$ cat src/rtl/demux4_stream_sched.sv
// 1:4 valid/ready stream demux with one registered entry per channel.
// Define DEMUX_RR_SKIP_EN to let round-robin skip channels that cannot accept.
module demux4_stream_sched #(
  parameter int DATA_W = 8
) (
  input  logic                clk,
  input  logic                rst_n,
  input  logic                mode,
  input  logic                s_valid,
  output logic                s_ready,
  input  logic [DATA_W-1:0]   s_data,
  input  logic [1:0]          s_dest,
  output logic [3:0]          m_valid,
  input  logic [3:0]          m_ready,
  output logic [4*DATA_W-1:0] m_data,
  output logic [1:0]          rr_ptr,
  output logic                busy
);

  logic [3:0]        r_valid;
  logic [DATA_W-1:0] r_data [4];
  logic [1:0]        r_rr;

  logic [3:0] w_can;
  logic [1:0] w_tgt;
  logic       w_rdy;
  logic       w_acc;

  // A full channel still accepts when its consumer drains this cycle
  assign w_can = ~r_valid | m_ready;

`ifdef DEMUX_RR_SKIP_EN
  always_comb begin
    w_tgt = s_dest;
    w_rdy = w_can[s_dest];
    if (mode) begin
      w_tgt = r_rr;
      w_rdy = 1'b0;
      // Descending scan so the nearest acceptor after r_rr wins
      for (int k = 3; k >= 0; k--) begin
        if (w_can[r_rr + 2'(k)]) begin
          w_tgt = r_rr + 2'(k);
          w_rdy = 1'b1;
        end
      end
    end
  end
`else
  assign w_tgt = mode ? r_rr : s_dest;
  assign w_rdy = w_can[w_tgt];
`endif

  assign w_acc = s_valid & w_rdy;

  always_ff @(posedge clk or negedge rst_n) begin
    if (!rst_n) begin
      r_valid <= '0;
      r_rr    <= '0;
      for (int i = 0; i < 4; i++) begin
        r_data[i] <= '0;
      end
    end else begin
      for (int i = 0; i < 4; i++) begin
        if (w_acc && (w_tgt == 2'(i))) begin
          r_valid[i] <= 1'b1;
          r_data[i]  <= s_data;
        end else if (m_ready[i]) begin
          r_valid[i] <= 1'b0;
        end
      end
      if (w_acc && mode) begin
        r_rr <= w_tgt + 2'd1;
      end
    end
  end

  for (genvar g = 0; g < 4; g++) begin : g_out
    assign m_data[g*DATA_W +: DATA_W] = r_data[g];
  end

  assign s_ready = w_rdy;
  assign m_valid = r_valid;
  assign rr_ptr  = r_rr;
  assign busy    = |r_valid;

endmodule

$ cat config.mk
export PLATFORM = sky130hd
export DESIGN_NAME = demux4_stream_sched
export DESIGN_NICKNAME = d
export VERILOG_FILES = /design/src/rtl/demux4_stream_sched.sv
export SDC_FILE = /design/constraint.sdc
export NUM_CORES = 1
export LEC_CHECK = 0
export CORE_MARGIN = 3
export CORE_UTILIZATION = 29
export DETAILED_ROUTE_END_ITERATION = 8
export GPL_TIMING_DRIVEN = 0
export PLACE_DENSITY = 0.56
export SETUP_SLACK_MARGIN = 0.5
export SYNTH_ARGS = -nofsm -noshare
export SYNTH_HDL_FRONTEND = slang
export SYNTH_SLANG_ARGS = --single-unit
export TNS_END_PERCENT = 100
$ cat constraint.sdc
create_clock -name clk -period 2.7 [get_ports clk]
set_clock_uncertainty 0.1 [all_clocks]
set_input_delay 0.54 -clock clk [delete_from_list [all_inputs] [get_ports clk]]
set_output_delay 0.54 -clock clk [all_outputs]
set_load 0.01 [all_outputs]
Word-level counts from Yosys, hierarchy flattened
Index checks and enable logic that the tools add are counted.

word-level totals
  flip-flop bits (word level) = 38
  input bits = 18
  logic and storage cells = 39

cells by class
  add/sub/neg operators = 1
  magnitude comparators = 1
  equal/unequal tests = 3
  multiplexer cells = 11
  bitwise gates (word level) = 3
  reductions and logical operators = 11

operators with widths
  kind                                                  number
  2-to-1 mux 1 bit                                      9
  nonzero test 2 bit                                    4
  logical AND 1 bit                                     5
  equality test 2 bit (second input constant)           2
  inverter 4 bit                                        1
  bitwise OR 4 bit                                      1
  OR reduction 4 bit                                    1
  < comparator 2 x 3 -> 1 bit (second input constant)   1
  adder 2 x 1 -> 2 bit (second input constant)          1
  binary-select mux 1 bit (select 2 bit)                1
  equality test 2 x 1 -> 1 bit (second input constant)  1
  logical NOT 2 bit                                     1
  2-to-1 mux 2 bit                                      1
  AND 1 bit                                             1

Logic depth before layout (Yosys ltp)
Gate-level depths: netlist of the first run.

  depth in word-level cells = 7
  depth in mapped cells = 6

Worst setup path before layout of the first run
No wires, ideal clock.

  kind = input to register
  start point = input mode
  end point = register r_data (netlist bit m_data[2])
  data arrival time = 1.950 ns
  data required time = 2.475 ns
  path slack = 0.525 ns
  stages = 6
  cells stage by stage = mux2i_2 -> mux2i_1 -> mux2i_4 -> and3_2 -> buf_6 -> mux2_2

on the way
  cells in the longest elaborated chain, start to end = 5
  elaborated cells on any way between the ends = 6

ends and longest elaborated chain
  what                                    line  text
  start: declaration                      8     input logic mode,
  2-to-1 mux 2 bit                        49    assign w_tgt = mode ? r_rr : s_dest;
  binary-select mux 1 bit (select 2 bit)  50    assign w_rdy = w_can[w_tgt];
  2-to-1 mux 1 bit (implied by the code)  50
  named net s_ready                       10    output logic s_ready,
  AND 1 bit                               53    assign w_acc = s_valid & w_rdy;
  logical AND 1 bit                       64    if (w_acc && (w_tgt == 2'(i))) begin
  end signal: indexed assignment          66    r_data[i] <= s_data;
  end: declaration                        21    logic [DATA_W-1:0] r_data [4];

The timed path passes the listed nets, and every way through them passes these cells. The select of a mux whose other input is x is not followed.
A chain may end at the register's enable or synchronous reset.

Worst setup path in the final report of the first run
  start point = input m_ready[2]
  end point = output s_ready

on the way
  cells in the longest elaborated chain, start to end = 3

ends and longest elaborated chain
  what                                    line  text
  start: declaration                      14    input logic [3:0] m_ready,
  bitwise OR 4 bit                        30    assign w_can = ~r_valid | m_ready;
  binary-select mux 1 bit (select 2 bit)  50
  2-to-1 mux 1 bit (implied by the code)  50
  end: declaration                        10

Every way passes these cells. The select of a mux whose other input is x is not followed.

==> results of run 1 <==
==> cell type report <==
cell class / count / share of cell area (%)
Buffer: 4 / 1.652
Sequential cell: 38 / 38.06
Clock inverter: 2 / 2.404
Multi-Input combinational cell: 61 / 26.79
Inverter: 2 / 0.3005
Clock buffer: 6 / 3.305
Timing Repair Buffer: 62 / 23.99
Tap cell: 70 / 3.505
==> final timing paths <==
path,startpoint,end,slack [ns],cells past startpoint
min,rst_n,m_data[17],0.25,1
min reg2reg,rr_ptr[0],rr_ptr[0],0.40,1
max reg2reg,rr_ptr[1],m_data[1],0.67,7
max in group asynchronous,rst_n,m_data[21],1.74,1
max,m_ready[2],s_ready,0.54,5
min in group clk,rr_ptr[0],rr_ptr[0],0.40,1
==> sequential cells by signal, summed over array words and instances, names as in the netlist <==
name     flops
m_data      32
rr_ptr       2
m_valid      4
==> metrics by stage <==
| stage | hold slack (ns) | cells |
|---|---|---|
| final | 0.2476 | 245 |
| after global routing | 0.3134 | 245 |
| after CTS | 0.2725 | 241 |
| after detailed placement | 0.3810 | 231 |
| after global placement | 0.3741 | 231 |
| after floorplan | 0.1444 | 105 |
==> power groups by stage <==
stage | sequential [mW] | clock (mW) | combinational [mW]
final | 1.01 | 0.581 | 1.34
after CTS | 1.01 | 0.604 | 1.30
after detailed placement | 1.01 | 0 | 1.28
after global routing | 1.05 | 0.634 | 1.44
after global placement | 0.996 | 0 | 1.26
after floorplan | 1.13 | 0 | 0.417
==> logic make-up after synthesis <==
family | after synthesis | share of synthesized area, %
xor+xnor | 1 | 0.5470
fa+ha+maj | 4 | 3.125
buf+inv | 6 | 2.812
flops | 38 | 59.37
mux | 38 | 27.42
simple gates | 18 | 6.718
==> worst max-delay path: stages <==
cell and delay [ns]:
clkdlybuf4s50_1 0.46, nand2b_4 0.12, mux2i_2 0.08, mux2i_4 0.18, buf_6 0.13
==> routing by layer <==
metal / wire (um) / vias to the layer above
met4: 0 / 0
met3: 301 / 0
met2: 1734 / 36
li1: - / 511
met1: 1607 / 521
met5: 0 / -
==> synthesized netlist by cell type (all sizes together) <==
cell | count | area (um2)
mux2 | 34 | 382.9
and3 | 5 | 35.03
ha | 4 | 50.05
nand2b | 4 | 25.02
inv | 2 | 7.510
nand3 | 4 | 25.02
or4 | 1 | 7.510
clkbuf | 1 | 3.750
buf | 3 | 33.78
dfrtp | 38 | 950.9
xor2 | 1 | 8.760
nand2 | 4 | 15.01
mux2i | 4 | 56.30
==> timing repair <==
| item | CTS | global route |
|---|---|---|
| pin swaps | 0 | 0 |
| cloned | 0 | 0 |
| resized for setup | 14 | 14 |
| buffers inserted | 2 | 4 |
| endpoints found under the setup margin | 37 | 31 |
==> results_dict.tcl, run 1 <==
set metrics [dict create \
    status "complete, no violations" \
    endpoint_kind "output pin" \
    path_clk_slew_ns 0.08 \
    wire_per_inst_um 14.87 \
    tightestPinTransition_ns 0.8032 \
    drt_iter0_markers 37 \
    drt_wl_total_um 3643 \
    grt_max_degree 39 \
    fillerInstances 473 \
    syn_avg_cell_area_um2 15.25 \
    worstPathRequired_ns 2.06 \
    top_usage_layer "met2" \
    drive_gt1_share_pct 38.86 \
    layout_commonest_cell "clkdlybuf4s50_1" \
    setup_viol 0 \
    clock_sinks 38 \
    syn-cell-area_um2 1602 \
    synth_fp_nets 127 \
    preCtsSetupSlack_ns -0.5490 \
    grt_use_met1_pct 16.15 \
    die_x_um 80.32 \
    p_sw_share_pct 28.63 \
    rows 26 \
    critPathLaunchType "input pin" \
    critPathKind "input pin to output pin" \
    clkLatencyLatePin_ns 0.28 \
    regArea_um2 950.9 \
    final_cell_mix "clkdlybuf4s50_1, dfrtp_1, mux2_2" \
    min_path_type "input pin to asynchronous set/reset pin" \
    grt_first_pass_wirelength_um 6182 \
    multi_input_area_um2 669.4 \
    power_frac_comb_pct 45.7 \
    postCtsHoldBufs 0 \
    maxCapViolCount 0 \
    seqPwrFrac_pct 34.4 \
    vias_per_cell 4.359 \
    final.min_clock_period_ns 2.156 \
    cp_max_fo 2 \
    clkPwrFrac_pct 19.9 \
    p_total_mw 2.927 \
    seq_area_frac_synth_pct 59.38 \
    htree_levels 2 \
    grt_pass1_vias 1218 \
    port_buffers 56 \
    tns_ns 0 \
    cts_root_buf "clkbuf_8" \
    grt_use_total_pct 12.48 \
    via_count 1068 \
    n_antenna_cell 0 \
    ys_ff_latch 38 \
    cts_buffers 5 \
    start_util_pct 30.58 \
    drv_slew 0 \
    cts_tree "done" \
    peakVddDrop_uv 533.0 \
    drc_errors 0 \
    period_share_pct 79.87 \
    dp_hpwl_um 2664 \
    io_pins 58 \
    rsz0062_at_grt "no" \
    fin_util_pct 47.71 \
    place_area_um2 2245 \
    p_int_mw 2.089 \
    cts_buffer_depth 2 \
    p_sw_uw 837.8 \
    final_area_um2 2499 \
    grt_overflow 0 \
    grt_util_met3_pct 5.717 \
    fin_nets 196 \
    die_y_um 80.32 \
    ant_nets 0 \
    antenna_found_initial 0 \
    max_freq_ghz 0.4637 \
    p_per_area_nw_per_um2 1171 \
    worstPathArrival_ns 1.52 \
    synth_cells 105 \
    dr.pass1.iters 2 \
    synth_cell_types 17 \
    fp.coreArea_um2 5238 \
    die-area_um2 6451 \
    grt_util_met2_pct 19.45 \
    setup_ws_ns 0.5436 \
    yosys_warnings 0 \
    gp_congestion 0.7613 \
    power.leakage_nw 1.098 \
    area_growth_pct 56.02 \
    relSlewSlack_pct 46.45 \
    timing.final.hold_violations 0 \
]
(Power assumes the default switching activity.)
==> run 2, diff against run 1 <==
Clock period 2.7 ns to 2.08 ns, I/O delays scaled along.
==> results_dict.tcl, run 2 (same netlist as run 1, synthesis figures left out) <==
set metrics [dict create \
    grt_overflow 0 \
    p_total_mw 3.762 \
    peakVddDrop_uv 589.0 \
    drt_iter0_markers 21 \
    multi_input_area_um2 784.5 \
    antenna_found_initial 0 \
    cts_root_buf "clkbuf_8" \
    critPathKind "flip-flop to flip-flop" \
    drc_errors 0 \
    place_area_um2 2265 \
    setup_viol 0 \
    fp.coreArea_um2 5238 \
    htree_levels 2 \
    die_y_um 80.32 \
    timing.final.hold_violations 0 \
    clkLatencyLatePin_ns 0.29 \
    drive_gt1_share_pct 41.81 \
    setup_ws_ns 0.06423 \
    final_area_um2 2586 \
    p_per_area_nw_per_um2 1455 \
    final_cell_mix "dlygate4sd2_1, dfrtp_1, mux2_4" \
    max_freq_ghz 0.4961 \
    rsz0062_at_grt "yes" \
    io_pins 58 \
    endpoint_kind "flip-flop" \
    grt_pass1_vias 1219 \
    dr.pass1.iters 3 \
    drv_slew 0 \
    start_util_pct 30.58 \
    grt_use_total_pct 13.20 \
    status "complete, no violations" \
    cts_buffer_depth 2 \
    via_count 1093 \
    tightestPinTransition_ns 0.8531 \
    fillerInstances 458 \
    layout_commonest_cell "dlygate4sd2_1" \
    cts_buffers 5 \
    fin_nets 198 \
    die-area_um2 6451 \
    preCtsSetupSlack_ns -0.8443 \
    grt_max_degree 39 \
    largest_reg_flops 32 \
    path_clk_slew_ns 0.07 \
    cts_tree "done" \
    min_path_type "input pin to asynchronous set/reset pin" \
    vias_per_cell 4.425 \
    drt_wl_total_um 3933 \
    ant_nets 0 \
    regArea_um2 950.9 \
    worstPathRequired_ns 2.16 \
    cp_max_fo 8 \
    n_antenna_cell 0 \
    area_growth_pct 61.48 \
    maxCapViolCount 0 \
    clock_sinks 38 \
    wire_per_inst_um 15.92 \
    port_buffers 56 \
    period_share_pct 96.91 \
    critPathLaunchType "flip-flop" \
    gp_congestion 0.7146 \
    grt_first_pass_wirelength_um 6306 \
    tns_ns 0 \
    final.min_clock_period_ns 2.016 \
    power.leakage_nw 1.250 \
    die_x_um 80.32 \
    relSlewSlack_pct 43.12 \
    rows 26 \
    worstPathArrival_ns 2.09 \
    dp_hpwl_um 2662 \
]
==> run 2: final cells by class <==
| type | count | share of cell area [%] |
|---|---|---|
| plain buffers | 4 | 2.274 |
| clock buffers | 6 | 3.193 |
| clock inverters | 2 | 2.322 |
| inverters | 2 | 0.2903 |
| multi-input cells | 61 | 30.33 |
| flip-flops and latches | 38 | 36.77 |
| well taps | 70 | 3.387 |
| repair buffers | 64 | 21.43 |
==> run 2: where the power goes <==
| part | switching (mW) | internal, mW |
|---|---|---|
| Clock | 0.253 | 0.511 |
| Combinational | 0.673 | 1.01 |
| Sequential | 0.208 | 1.10 |
==> run 2: worst max-delay path, stage by stage, from the launching register on <==
cell,delay [ns]
dfrtp_1,0.41
mux2i_4,0.22
mux2i_2,0.29
mux2i_4,0.12
buf_6,0.15
and3_4,0.18
buf_12,0.14
mux2_4,0.29
==> run 2: repair_timing <==
item	CTS	global route
hold buffers	0	0
endpoints found under the setup margin	78	41
setup buffers	6	2
resized for setup	84	14
hold endpoints to repair	0	0
pin swaps	3	1
==> run 2: metal layers <==
metal	up-vias	GRT usage, %	share of wire, %
met5	-	0	0
met4	0	5.068	1.4
met3	6	4.372	5.3
met2	29	21.03	51
met1	550	16.51	42
li1	508	-	-
==> run 2: path summary, 6_finish.rpt <==
| kind | from | end | slack, ns | depth (start not counted) |
|---|---|---|---|---|
| worst max register to register | rr_ptr[1] | m_data[30] | 0.06 | 7 |
| worst min register to register | m_data[5] | m_data[5] | 0.41 | 1 |
| min in group clk | m_data[5] | m_data[5] | 0.41 | 1 |
| worst max-delay path | rr_ptr[1] | m_data[30] | 0.06 | 7 |
| max in group asynchronous | rst_n | m_data[24] | 1.22 | 1 |
| worst min-delay path | rst_n | m_data[28] | 0.13 | 1 |
==> run 2: through the flow <==
| step | cells | hold slack [ns] | util (%) |
|---|---|---|---|
| after global placement | 231 | 0.3831 | 43.33 |
| after CTS | 245 | 0.1493 | 47.90 |
| after global routing | 247 | 0.1964 | 49.38 |
| final | 247 | 0.1339 | 49.38 |
| after detailed placement | 231 | 0.3956 | 43.24 |
| after floorplan | 105 | 0.02041 | - |
==> run 3, diff against run 2 <==
Settings changed: CAP_MARGIN set to 40, CORE_UTILIZATION 29 to 44, PLACE_DENSITY 0.56 to 0.79.
==> results_dict.tcl, run 3 (same netlist as run 1, synthesis figures left out) <==
set metrics [dict create \
    fp.coreArea_um2 3416 \
    cts_tree "done" \
    endpoint_kind "flip-flop" \
    rsz0062_at_grt "yes" \
    critPathKind "input pin to flip-flop" \
    grt_first_pass_wirelength_um 5678 \
    tightestPinTransition_ns 0.8186 \
    drive_gt1_share_pct 40.22 \
    dp_hpwl_um 2487 \
    htree_levels 2 \
    peakVddDrop_uv 732.3 \
    fin_nets 200 \
    n_antenna_cell 0 \
    p_total_mw 3.289 \
    p_sw_share_pct 33.25 \
    vias_per_cell 5.018 \
    p_sw_mw 1.093 \
    final_cell_mix "dfrtp_1, mux2_2, clkdlybuf4s15_1" \
    final.min_clock_period_ns 2.078 \
    path_clk_slew_ns 0.12 \
    cp_max_fo 9 \
    drc_errors 0 \
    area_growth_pct 47.42 \
    gp_congestion 0.7326 \
    power.leakage_nw 1.080 \
    crit_start "s_dest[0]" \
    rows 21 \
    fin_util_pct 69.12 \
    grt_pass1_vias 1156 \
    io_pins 58 \
    timing.final.hold_violations 0 \
    cts_buffers 5 \
    die_y_um 66.33 \
    clkPwrFrac_pct 12.6 \
    grt_max_degree 39 \
    relSlewSlack_pct 45.43 \
    via_count 1129 \
    clkLatencyLatePin_ns 0.35 \
    p_per_area_nw_per_um2 1393 \
    tns_ns 0 \
    p_int_mw 2.195 \
    start_util_pct 46.89 \
    layout_commonest_cell "dfrtp_1" \
    status "complete, no violations" \
    seqPwrFrac_pct 39.4 \
    cts_buffer_depth 2 \
    ant_nets 0 \
    cts_root_buf "clkbuf_4" \
    drv_slew 0 \
    r2r-start "rr_ptr[1]" \
    largest_reg_flops 32 \
    worstPathArrival_ns 2.22 \
    die-area_um2 4400 \
    fin_hold_ws_ns 0.04067 \
    critPathLaunchType "input pin" \
    port_buffers 56 \
    maxCapViolCount 0 \
    dr.pass1.iters 2 \
    power_frac_comb_pct 48.1 \
    die_x_um 66.33 \
    drt_iter0_markers 32 \
    clock_sinks 38 \
    antenna_found_initial 0 \
    grt_overflow 0 \
    grt_use_total_pct 17.83 \
    wire_per_inst_um 16.08 \
    period_share_pct 99.89 \
    drt_wl_total_um 3618 \
    worstPathRequired_ns 2.23 \
    max_freq_ghz 0.4813 \
    min_path_type "input pin to asynchronous set/reset pin" \
    setup_viol 0 \
]
-- run 3: cell types whose count changed in the layout (fill, tap and decap cells not counted), sizes merged --
cell / before / now
clkinv: 0 / 1
clkdlybuf4s15: 0 / 31
dlygate4sd2: 39 / 5
bufinv: 2 / 0
clkinvlp: 0 / 1
buf: 16 / 19
clkdlybuf4s50: 12 / 13
clkbuf: 7 / 8
-- run 3: critical path, cell delays in order --
cell	delay [ns]
clkdlybuf4s50_1	0.39
mux2_4	0.31
mux2i_4	0.18
buf_4	0.20
and3_1	0.21
buf_6	0.16
mux2_2	0.34
-- run 3: power groups by stage --
stage	clock, mW	sequential (mW)	combinational (mW)
2_1_floorplan	0	1.47	0.558
3_3_place_gp	0	1.29	1.63
3_5_place_dp	0	1.32	1.66
4_1_cts	0.426	1.29	1.47
5_1_grt	0.468	1.34	1.70
6_report	0.413	1.29	1.58
-- run 3: final timing paths --
path                       slack (ns)  cells after the start         end
setup reg to reg                 0.02                      7  m_data[28]
min in group clk                 0.37                      3  m_valid[2]
hold / removal                   0.04                      1   m_data[0]
hold reg to reg                  0.41                      1  m_data[11]
max in group asynchronous        1.32                      1  m_data[31]
setup / recovery                0.002                      7  m_data[28]
-- run 3: repair_timing --
| action | CTS | global route |
|---|---|---|
| pin swaps | 0 | 1 |
| gates resized for setup | 62 | 33 |
| setup buffers | 5 | 5 |
| setup endpoints to repair | 78 | 73 |
| hold buffers | 0 | 0 |
-- run 3: cell type report --
cell class | instances | area (um2)
flip-flops and latches | 38 | 950.9
inverters | 2 | 7.507
clock inverters | 2 | 12.51
multi-input cells | 61 | 641.9
well taps | 46 | 57.56
plain buffers | 4 | 37.54
clock buffers | 6 | 51.30
fillers | 252 | 1055
repair buffers | 66 | 601.8
-- run 3: per-stage QoR --
stage	setup WS (ns)	instances	area, um2
floorplan	0.1192	105	1622
global placement	-0.7899	207	2240
detailed placement	-0.8088	207	2235
finish	0.002378	225	2361
global route	-0.04292	225	2361
CTS	0.03223	220	2283
-- run 3: per-layer routing --
metal / GRT usage, % / up-vias / share of wire [%]
li1: - / 518 / -
met1: 21.45 / 556 / 42
met2: 27.76 / 48 / 47
met3: 7.653 / 7 / 10
met4: 7.614 / 0 / 1.5
met5: 0 / - / 0
